File: config.mk
export PLATFORM = sky130hd
export DESIGN_NAME = axi_req_arbiter
export DESIGN_NICKNAME = d
export VERILOG_FILES = /design/src/rtl/axi_req_arbiter.sv
export SDC_FILE = /design/constraint.sdc
export NUM_CORES = 1
export LEC_CHECK = 0
export BUFFER_PORTS_ARGS = -buffer_cell sky130_fd_sc_hd__buf_2
export CORE_MARGIN = 5
export CORE_UTILIZATION = 35
export CTS_CLUSTER_DIAMETER = 200
export DETAILED_ROUTE_END_ITERATION = 10
export SLEW_MARGIN = 20
export SYNTH_ARGS = -nofsm -noshare
export SYNTH_HDL_FRONTEND = slang
export SYNTH_SLANG_ARGS = --single-unit
export TNS_END_PERCENT = 100
File: constraint.sdc
create_clock -name clk -period 3.6 [get_ports clk]
set_input_delay 0.36 -clock clk [delete_from_list [all_inputs] [get_ports clk]]
set_output_delay 0.36 -clock clk [all_outputs]
set_load 0.005 [all_outputs]
File: src/rtl/axi_req_arbiter.sv
// Round-robin arbiter sharing one AXI master read/write control port between
// NUM_REQ requesters; one burst at a time, watchdog abort on a stuck master.
module axi_req_arbiter #(
  parameter int unsigned NUM_REQ         = 2,
  parameter int unsigned ADDR_WIDTH      = 32,
  parameter int unsigned BURST_LEN_WIDTH = 8,
  parameter int unsigned DATA_WIDTH      = 32,
  parameter int unsigned TIMEOUT_CYC     = 1024
) (
  input  logic                            clk,
  input  logic                            rst,
  input  logic [NUM_REQ-1:0]              req_valid,
  input  logic [NUM_REQ-1:0]              req_write,
  input  logic [NUM_REQ*ADDR_WIDTH-1:0]   req_addr,
  input  logic [NUM_REQ*BURST_LEN_WIDTH-1:0] req_len,
  input  logic [NUM_REQ*DATA_WIDTH-1:0]   req_wdata,
  input  logic [NUM_REQ-1:0]              req_wfifo_empty,
  output logic [NUM_REQ-1:0]              req_wfifo_pull,
  output logic [NUM_REQ-1:0]              req_gnt,
  output logic [NUM_REQ-1:0]              req_done,
  output logic [NUM_REQ-1:0]              req_err,
  output logic                            start_read,
  output logic [ADDR_WIDTH-1:0]           target_read_addr,
  output logic [BURST_LEN_WIDTH-1:0]      target_read_burst_len,
  input  logic                            done_read,
  output logic                            start_write,
  output logic [ADDR_WIDTH-1:0]           target_write_addr,
  output logic [BURST_LEN_WIDTH-1:0]      target_write_burst_len,
  output logic [DATA_WIDTH-1:0]           target_write_data,
  output logic                            target_write_fifo_empty,
  input  logic                            target_write_fifo_pull,
  input  logic                            done_write
);

  localparam int unsigned IDX_W = (NUM_REQ > 1) ? $clog2(NUM_REQ) : 1;
  localparam int unsigned SUM_W = IDX_W + 1;
  localparam int unsigned CNT_W = $clog2(TIMEOUT_CYC) + 1;

  typedef enum logic [1:0] {
    ST_IDLE = 2'd0,
    ST_BUSY = 2'd1,
    ST_GAP  = 2'd2
  } state_e;

  state_e                     state_q, state_d;
  logic [IDX_W-1:0]           win_q, win_d;
  logic [IDX_W-1:0]           ptr_q, ptr_d;
  logic [IDX_W-1:0]           sel_idx;
  logic                       dir_q, dir_d;
  logic [CNT_W-1:0]           cnt_q, cnt_d;
  logic [NUM_REQ-1:0]         gnt_q, gnt_d;
  logic [NUM_REQ-1:0]         done_q, done_d;
  logic [NUM_REQ-1:0]         err_q, err_d;
  logic                       start_rd_q, start_rd_d;
  logic                       start_wr_q, start_wr_d;
  logic [ADDR_WIDTH-1:0]      rd_addr_q, rd_addr_d;
  logic [ADDR_WIDTH-1:0]      wr_addr_q, wr_addr_d;
  logic [BURST_LEN_WIDTH-1:0] rd_len_q, rd_len_d;
  logic [BURST_LEN_WIDTH-1:0] wr_len_q, wr_len_d;
  logic                       match_done;
  logic                       timeout;

  logic [ADDR_WIDTH-1:0]      addr_arr  [NUM_REQ];
  logic [BURST_LEN_WIDTH-1:0] len_arr   [NUM_REQ];
  logic [DATA_WIDTH-1:0]      wdata_arr [NUM_REQ];

  for (genvar g = 0; g < NUM_REQ; g++) begin : g_unpack
    assign addr_arr[g]  = req_addr[g*ADDR_WIDTH +: ADDR_WIDTH];
    assign len_arr[g]   = req_len[g*BURST_LEN_WIDTH +: BURST_LEN_WIDTH];
    assign wdata_arr[g] = req_wdata[g*DATA_WIDTH +: DATA_WIDTH];
  end

  // First pending requester at or above ptr_q, wrapping modulo NUM_REQ.
  always_comb begin
    logic [SUM_W-1:0] cand;
    logic             found;
    sel_idx = '0;
    found   = 1'b0;
    cand    = '0;
    for (int unsigned j = 0; j < NUM_REQ; j++) begin
      cand = SUM_W'(ptr_q) + SUM_W'(j);
      if (cand >= SUM_W'(NUM_REQ)) cand = cand - SUM_W'(NUM_REQ);
      if (!found && req_valid[cand[IDX_W-1:0]]) begin
        found   = 1'b1;
        sel_idx = cand[IDX_W-1:0];
      end
    end
  end

  assign match_done = dir_q ? done_write : done_read;
  assign timeout    = (cnt_q == CNT_W'(TIMEOUT_CYC - 1));

  always_comb begin
    state_d    = state_q;
    win_d      = win_q;
    ptr_d      = ptr_q;
    dir_d      = dir_q;
    cnt_d      = cnt_q;
    gnt_d      = '0;
    done_d     = '0;
    err_d      = '0;
    start_rd_d = start_rd_q;
    start_wr_d = start_wr_q;
    rd_addr_d  = rd_addr_q;
    wr_addr_d  = wr_addr_q;
    rd_len_d   = rd_len_q;
    wr_len_d   = wr_len_q;
    case (state_q)
      ST_IDLE: begin
        if (|req_valid) begin
          win_d          = sel_idx;
          dir_d          = req_write[sel_idx];
          gnt_d[sel_idx] = 1'b1;
          cnt_d          = '0;
          state_d        = ST_BUSY;
          if (req_write[sel_idx]) begin
            start_wr_d = 1'b1;
            wr_addr_d  = addr_arr[sel_idx];
            wr_len_d   = len_arr[sel_idx];
          end else begin
            start_rd_d = 1'b1;
            rd_addr_d  = addr_arr[sel_idx];
            rd_len_d   = len_arr[sel_idx];
          end
        end
      end
      ST_BUSY: begin
        // A matching done on the last watchdog cycle still completes cleanly.
        if (match_done || timeout) begin
          start_rd_d    = 1'b0;
          start_wr_d    = 1'b0;
          rd_addr_d     = '0;
          wr_addr_d     = '0;
          rd_len_d      = '0;
          wr_len_d      = '0;
          done_d[win_q] = 1'b1;
          err_d[win_q]  = !match_done;
          ptr_d         = (win_q == IDX_W'(NUM_REQ - 1)) ? '0 : win_q + 1'b1;
          state_d       = ST_GAP;
        end else begin
          cnt_d = cnt_q + 1'b1;
        end
      end
      ST_GAP:  state_d = ST_IDLE;
      default: state_d = ST_IDLE;
    endcase
  end

  always_ff @(posedge clk or posedge rst) begin
    if (rst) begin
      state_q    <= ST_IDLE;
      win_q      <= '0;
      ptr_q      <= '0;
      dir_q      <= 1'b0;
      cnt_q      <= '0;
      gnt_q      <= '0;
      done_q     <= '0;
      err_q      <= '0;
      start_rd_q <= 1'b0;
      start_wr_q <= 1'b0;
      rd_addr_q  <= '0;
      wr_addr_q  <= '0;
      rd_len_q   <= '0;
      wr_len_q   <= '0;
    end else begin
      state_q    <= state_d;
      win_q      <= win_d;
      ptr_q      <= ptr_d;
      dir_q      <= dir_d;
      cnt_q      <= cnt_d;
      gnt_q      <= gnt_d;
      done_q     <= done_d;
      err_q      <= err_d;
      start_rd_q <= start_rd_d;
      start_wr_q <= start_wr_d;
      rd_addr_q  <= rd_addr_d;
      wr_addr_q  <= wr_addr_d;
      rd_len_q   <= rd_len_d;
      wr_len_q   <= wr_len_d;
    end
  end

  // Write-FIFO handshake passes straight through to the active write owner.
  always_comb begin
    req_wfifo_pull          = '0;
    target_write_data       = '0;
    target_write_fifo_empty = 1'b1;
    if (state_q == ST_BUSY && dir_q) begin
      target_write_data     = wdata_arr[win_q];
      target_write_fifo_empty = req_wfifo_empty[win_q];
      req_wfifo_pull[win_q] = target_write_fifo_pull;
    end
  end

  assign req_gnt                = gnt_q;
  assign req_done               = done_q;
  assign req_err                = err_q;
  assign start_read             = start_rd_q;
  assign start_write            = start_wr_q;
  assign target_read_addr       = rd_addr_q;
  assign target_read_burst_len  = rd_len_q;
  assign target_write_addr      = wr_addr_q;
  assign target_write_burst_len = wr_len_q;

endmodule

==> run metrics <==
length in cells of the worst reg-to-reg path 6; chip height 139 microns; Clock Sink Count 104; portion of the post-synthesis area used by sequential elements 44.5%; number of distinct library cells after synthesis 41; maximum number of pins on one net before global-route repair 80; Worst Tran Pin Value 1040 ps; routed length per instance 18.7 microns; startpoint kind of the worst setup timing path flop; Max stage delay cell, worst path sky130_fd_sc_hd__a21oi_4; hold worst-path end req_err[0]$_DFF_PP0_; layout cells sized above 1 38.8%; worst slew slack as a fraction of its limit 31.0%; Static Leak 3.99 nW; clock latency on the worst-skew pair 350 ps; post-detailed-route count of antenna-violating nets 0; global-route usage over all layers 20.3%; worst IR drop on VDD 0.286 mV; synthesized area per cell 9.82 sq um; post-detailed-placement half-perimeter wirelength 14.6 mm; post-placement setup slack 837 ps; number of core rows 47; fin worst setup slack 1130 ps; number of antenna violations at the first check in global routing 0; peak per-stage delay on the critical path 590 ps; number of primary I/O pins 278; Power Density 729 mW/mm^2; critical path data arrival time 2740 ps; cell area after synthesis 0.00585 sq mm; grt total ovfl 0; Post-synth ARST share 100%; multi-input combinational cell area 0.00301 sq mm; RSZ-0062 raised after global routing no; count of instances resized after the clock tree is built 0; Syn. warnings 0; violation count after the first detailed-routing iteration 328; Reg2Reg Setup Slack 1130 ps; ANT cells 0; footprint of the flip-flops and latches 0.00260 sq mm; achievable frequency 0.405 GHz; worst r2r src ptr_q$_DFFE_PP0P_; CP Data Required Time 3870 ps; post-route fraction of the period consumed by the critical path 68.6%; Setup violations, final 0; count of port buffers added during placement 277; CP cell instances nand2b_2, buf_4, nand3_1, a21oi_4, buf_12, mux2i_1; ranking of synthesized cells by area sky130_fd_sc_hd__dfrtp_1 (45%), sky130_fd_sc_hd__mux2i_1 (14%), sky130_fd_sc_hd__nand3_1 (6.3%); Total Power 5.64 mW; library cell used as clock root buffer sky130_fd_sc_hd__clkbuf_16; critical path class reg2reg; cell count after synthesis 595; Final #Nets 998; destination of the worst register-to-register timing path target_write_addr[26]$_DFFE_PP0P_; endpoint class of the critical path flop; clock transition at the registers of the reported paths 80 ps; Hold WC Path Type in2reg; drc violations 0; vias in the first global route 5555; post-route minimum period 2470 ps; run status completed; setup_tns 0 ps; weighted congestion reported at the end of routability-driven placement 0.821; cell type contributing the most total cell area after synthesis sky130_fd_sc_hd__dfrtp_1; Post-synth EDFFs 0; number of register bits inferred by synthesis 104; wire length of the first global-routing pass 31.6 mm; max-slew violation count 0; horizontal die dimension 139 microns; Die ar. 0.0194 sq mm; flip-flop cell with the highest count after synthesis sky130_fd_sc_hd__dfrtp_1; worst-path fanout max 56; initial cell density of the core 35.5%; Avg Vias per Cell 5.21; Cells on Worst Hold Path 3; via count 5558; proportion of netlist area held by the largest area contributor 44.5%; Syn-to-layout area delta 32.4%; drt first pass iters 6; number of endpoints with negative hold slack in the final report 0; Syn Nets 751; reported max-cap violation count 0; total CTS buffers 9; hold slack final 358 ps; H-tree Lvls 3; worst clock skew on the final layout 8.32 ps; final WL 20.0 mm; post-CTS setup repair buffer count 0; clock tree from TritonCTS yes; maximum buffer depth of the clock tree 2; core region area 0.0165 sq mm; filler cell count in the final layout 1632; hold path startpoint done_write
worst max-delay path: cells and delay by family, from the launching register on:
| kind | cells | cell delay (ps) |
|---|---|---|
| multiplexers | 1 | 250 |
| buffers and inverters | 2 | 760 |
| flip-flops | 1 | 400 |
| AO/OA/AOI/OAI | 1 | 590 |
| AND/OR/NAND/NOR | 2 | 360 |
synthesized netlist by cell type (3+ instances only):
| library cell | n |
|---|---|
| sky130_fd_sc_hd__a21bo_2 | 12 |
| sky130_fd_sc_hd__a21boi_0 | 14 |
| sky130_fd_sc_hd__a21o_1 | 30 |
| sky130_fd_sc_hd__a21oi_1 | 3 |
| sky130_fd_sc_hd__and2_1 | 29 |
| sky130_fd_sc_hd__and3_1 | 17 |
| sky130_fd_sc_hd__and4_1 | 4 |
| sky130_fd_sc_hd__buf_1 | 7 |
| sky130_fd_sc_hd__buf_2 | 17 |
| sky130_fd_sc_hd__buf_4 | 3 |
| sky130_fd_sc_hd__clkbuf_1 | 27 |
| sky130_fd_sc_hd__dfrtp_1 | 104 |
| sky130_fd_sc_hd__inv_1 | 6 |
| sky130_fd_sc_hd__mux2i_1 | 79 |
| sky130_fd_sc_hd__nand2_1 | 11 |
| sky130_fd_sc_hd__nand2b_1 | 4 |
| sky130_fd_sc_hd__nand3_1 | 74 |
| sky130_fd_sc_hd__nand4_1 | 6 |
| sky130_fd_sc_hd__nor2_1 | 36 |
| sky130_fd_sc_hd__nor2b_1 | 4 |
| sky130_fd_sc_hd__o211ai_1 | 13 |
| sky130_fd_sc_hd__o21ai_0 | 42 |
| sky130_fd_sc_hd__o2bb2ai_1 | 27 |
| sky130_fd_sc_hd__o311ai_0 | 3 |
| sky130_fd_sc_hd__o31ai_1 | 5 |
where the power goes:
part | internal, mW | leakage, nW | switching, mW
Combinational | 1.18 | 2.47 | 1.43
Sequential | 1.62 | 1.37 | 0.382
Clock | 0.556 | 0.150 | 0.475
registers in the layout, summed over array words and instances (netlist names), 2 cells and up:
signal and flops:
target_read_addr 32, target_write_addr 32, cnt_q 11, target_read_burst_len 8, target_write_burst_len 8, req_done 2
req_err 2, req_gnt 2, state_q 2
metal layers:
layer | part of all wire [%] | routed length [microns] | global-route usage, % | vias to the layer above
li1 | - | - | - | 2673
met1 | 47 | 9410 | 28.7 | 2702
met2 | 46 | 9200 | 31.4 | 162
met3 | 5.2 | 1040 | 4.60 | 21
met4 | 1.5 | 299 | 5.61 | 0
met5 | 0 | 0 | 0 | -
how the worst max path moves through the flow:
stage | start | to | cells after the start
floorplan | rst | cnt_q[0]$_DFFE_PP0P_ | 1
global placement | req_valid[1] | target_read_addr[21]$_DFFE_PP0P_ | 6
detailed placement | req_valid[1] | target_read_addr[28]$_DFFE_PP0P_ | 6
CTS | state_q[0]$_DFFE_PP0P_ | target_write_data[20] | 4
global route | ptr_q$_DFFE_PP0P_ | target_write_addr[26]$_DFFE_PP0P_ | 6
finish | ptr_q$_DFFE_PP0P_ | target_write_addr[26]$_DFFE_PP0P_ | 6
area by class of cell:
cell class                 instances  area share, %
timing repair buffer             291           19.6
tap                              220           3.56
clock inverter                     7           1.12
multi-input combinational        430           38.8
inverter                           6          0.323
sequential                       104           33.6
clock buffer                       9           2.91
through the flow:
| step | instances | area [sq um] | util, % |
|---|---|---|---|
| after floorplan | 595 | 5850 | - |
| after global placement | 1050 | 7420 | 45.0 |
| after detailed placement | 1050 | 7420 | 45.0 |
| after CTS | 1067 | 7740 | 47.0 |
| after global routing | 1067 | 7740 | 47.0 |
| final | 1067 | 7740 | 47.0 |
layout by cell type (no fill, tap or decap), drive strengths merged, types with 5 or more instances in the layout:
| cell type | count |
|---|---|
| nand2 | 11 |
| and2 | 29 |
| nand3 | 74 |
| a21boi | 15 |
| o31ai | 5 |
| o21ai | 43 |
| o211ai | 14 |
| mux2i | 79 |
| inv | 10 |
| buf | 290 |
| dfrtp | 104 |
| nand4 | 6 |
| nor2 | 37 |
| a21o | 30 |
| and3 | 17 |
| a21bo | 13 |
| clkbuf | 9 |
| o2bb2ai | 27 |
cell families (layout without fill, tap and decap cells):
| family | count (synthesis) | in the layout | synth area share [%] |
|---|---|---|---|
| and+or+nand+nor | 191 | 191 | 17.1 |
| AOI/OAI and AO/OA | 158 | 158 | 19.9 |
| DFF | 104 | 104 | 44.5 |
| muxes | 80 | 80 | 13.8 |
| buffers and inverters | 61 | 313 | 4.49 |
| adders and majority gates | 1 | 1 | 0.214 |
repair_timing:
item | CTS | global route
hold endpoints to repair | 25 | 0
endpoints found under the setup margin | 0 | 0
hold buffers | 1 | 0
Power figures use the tool's default switching activity.
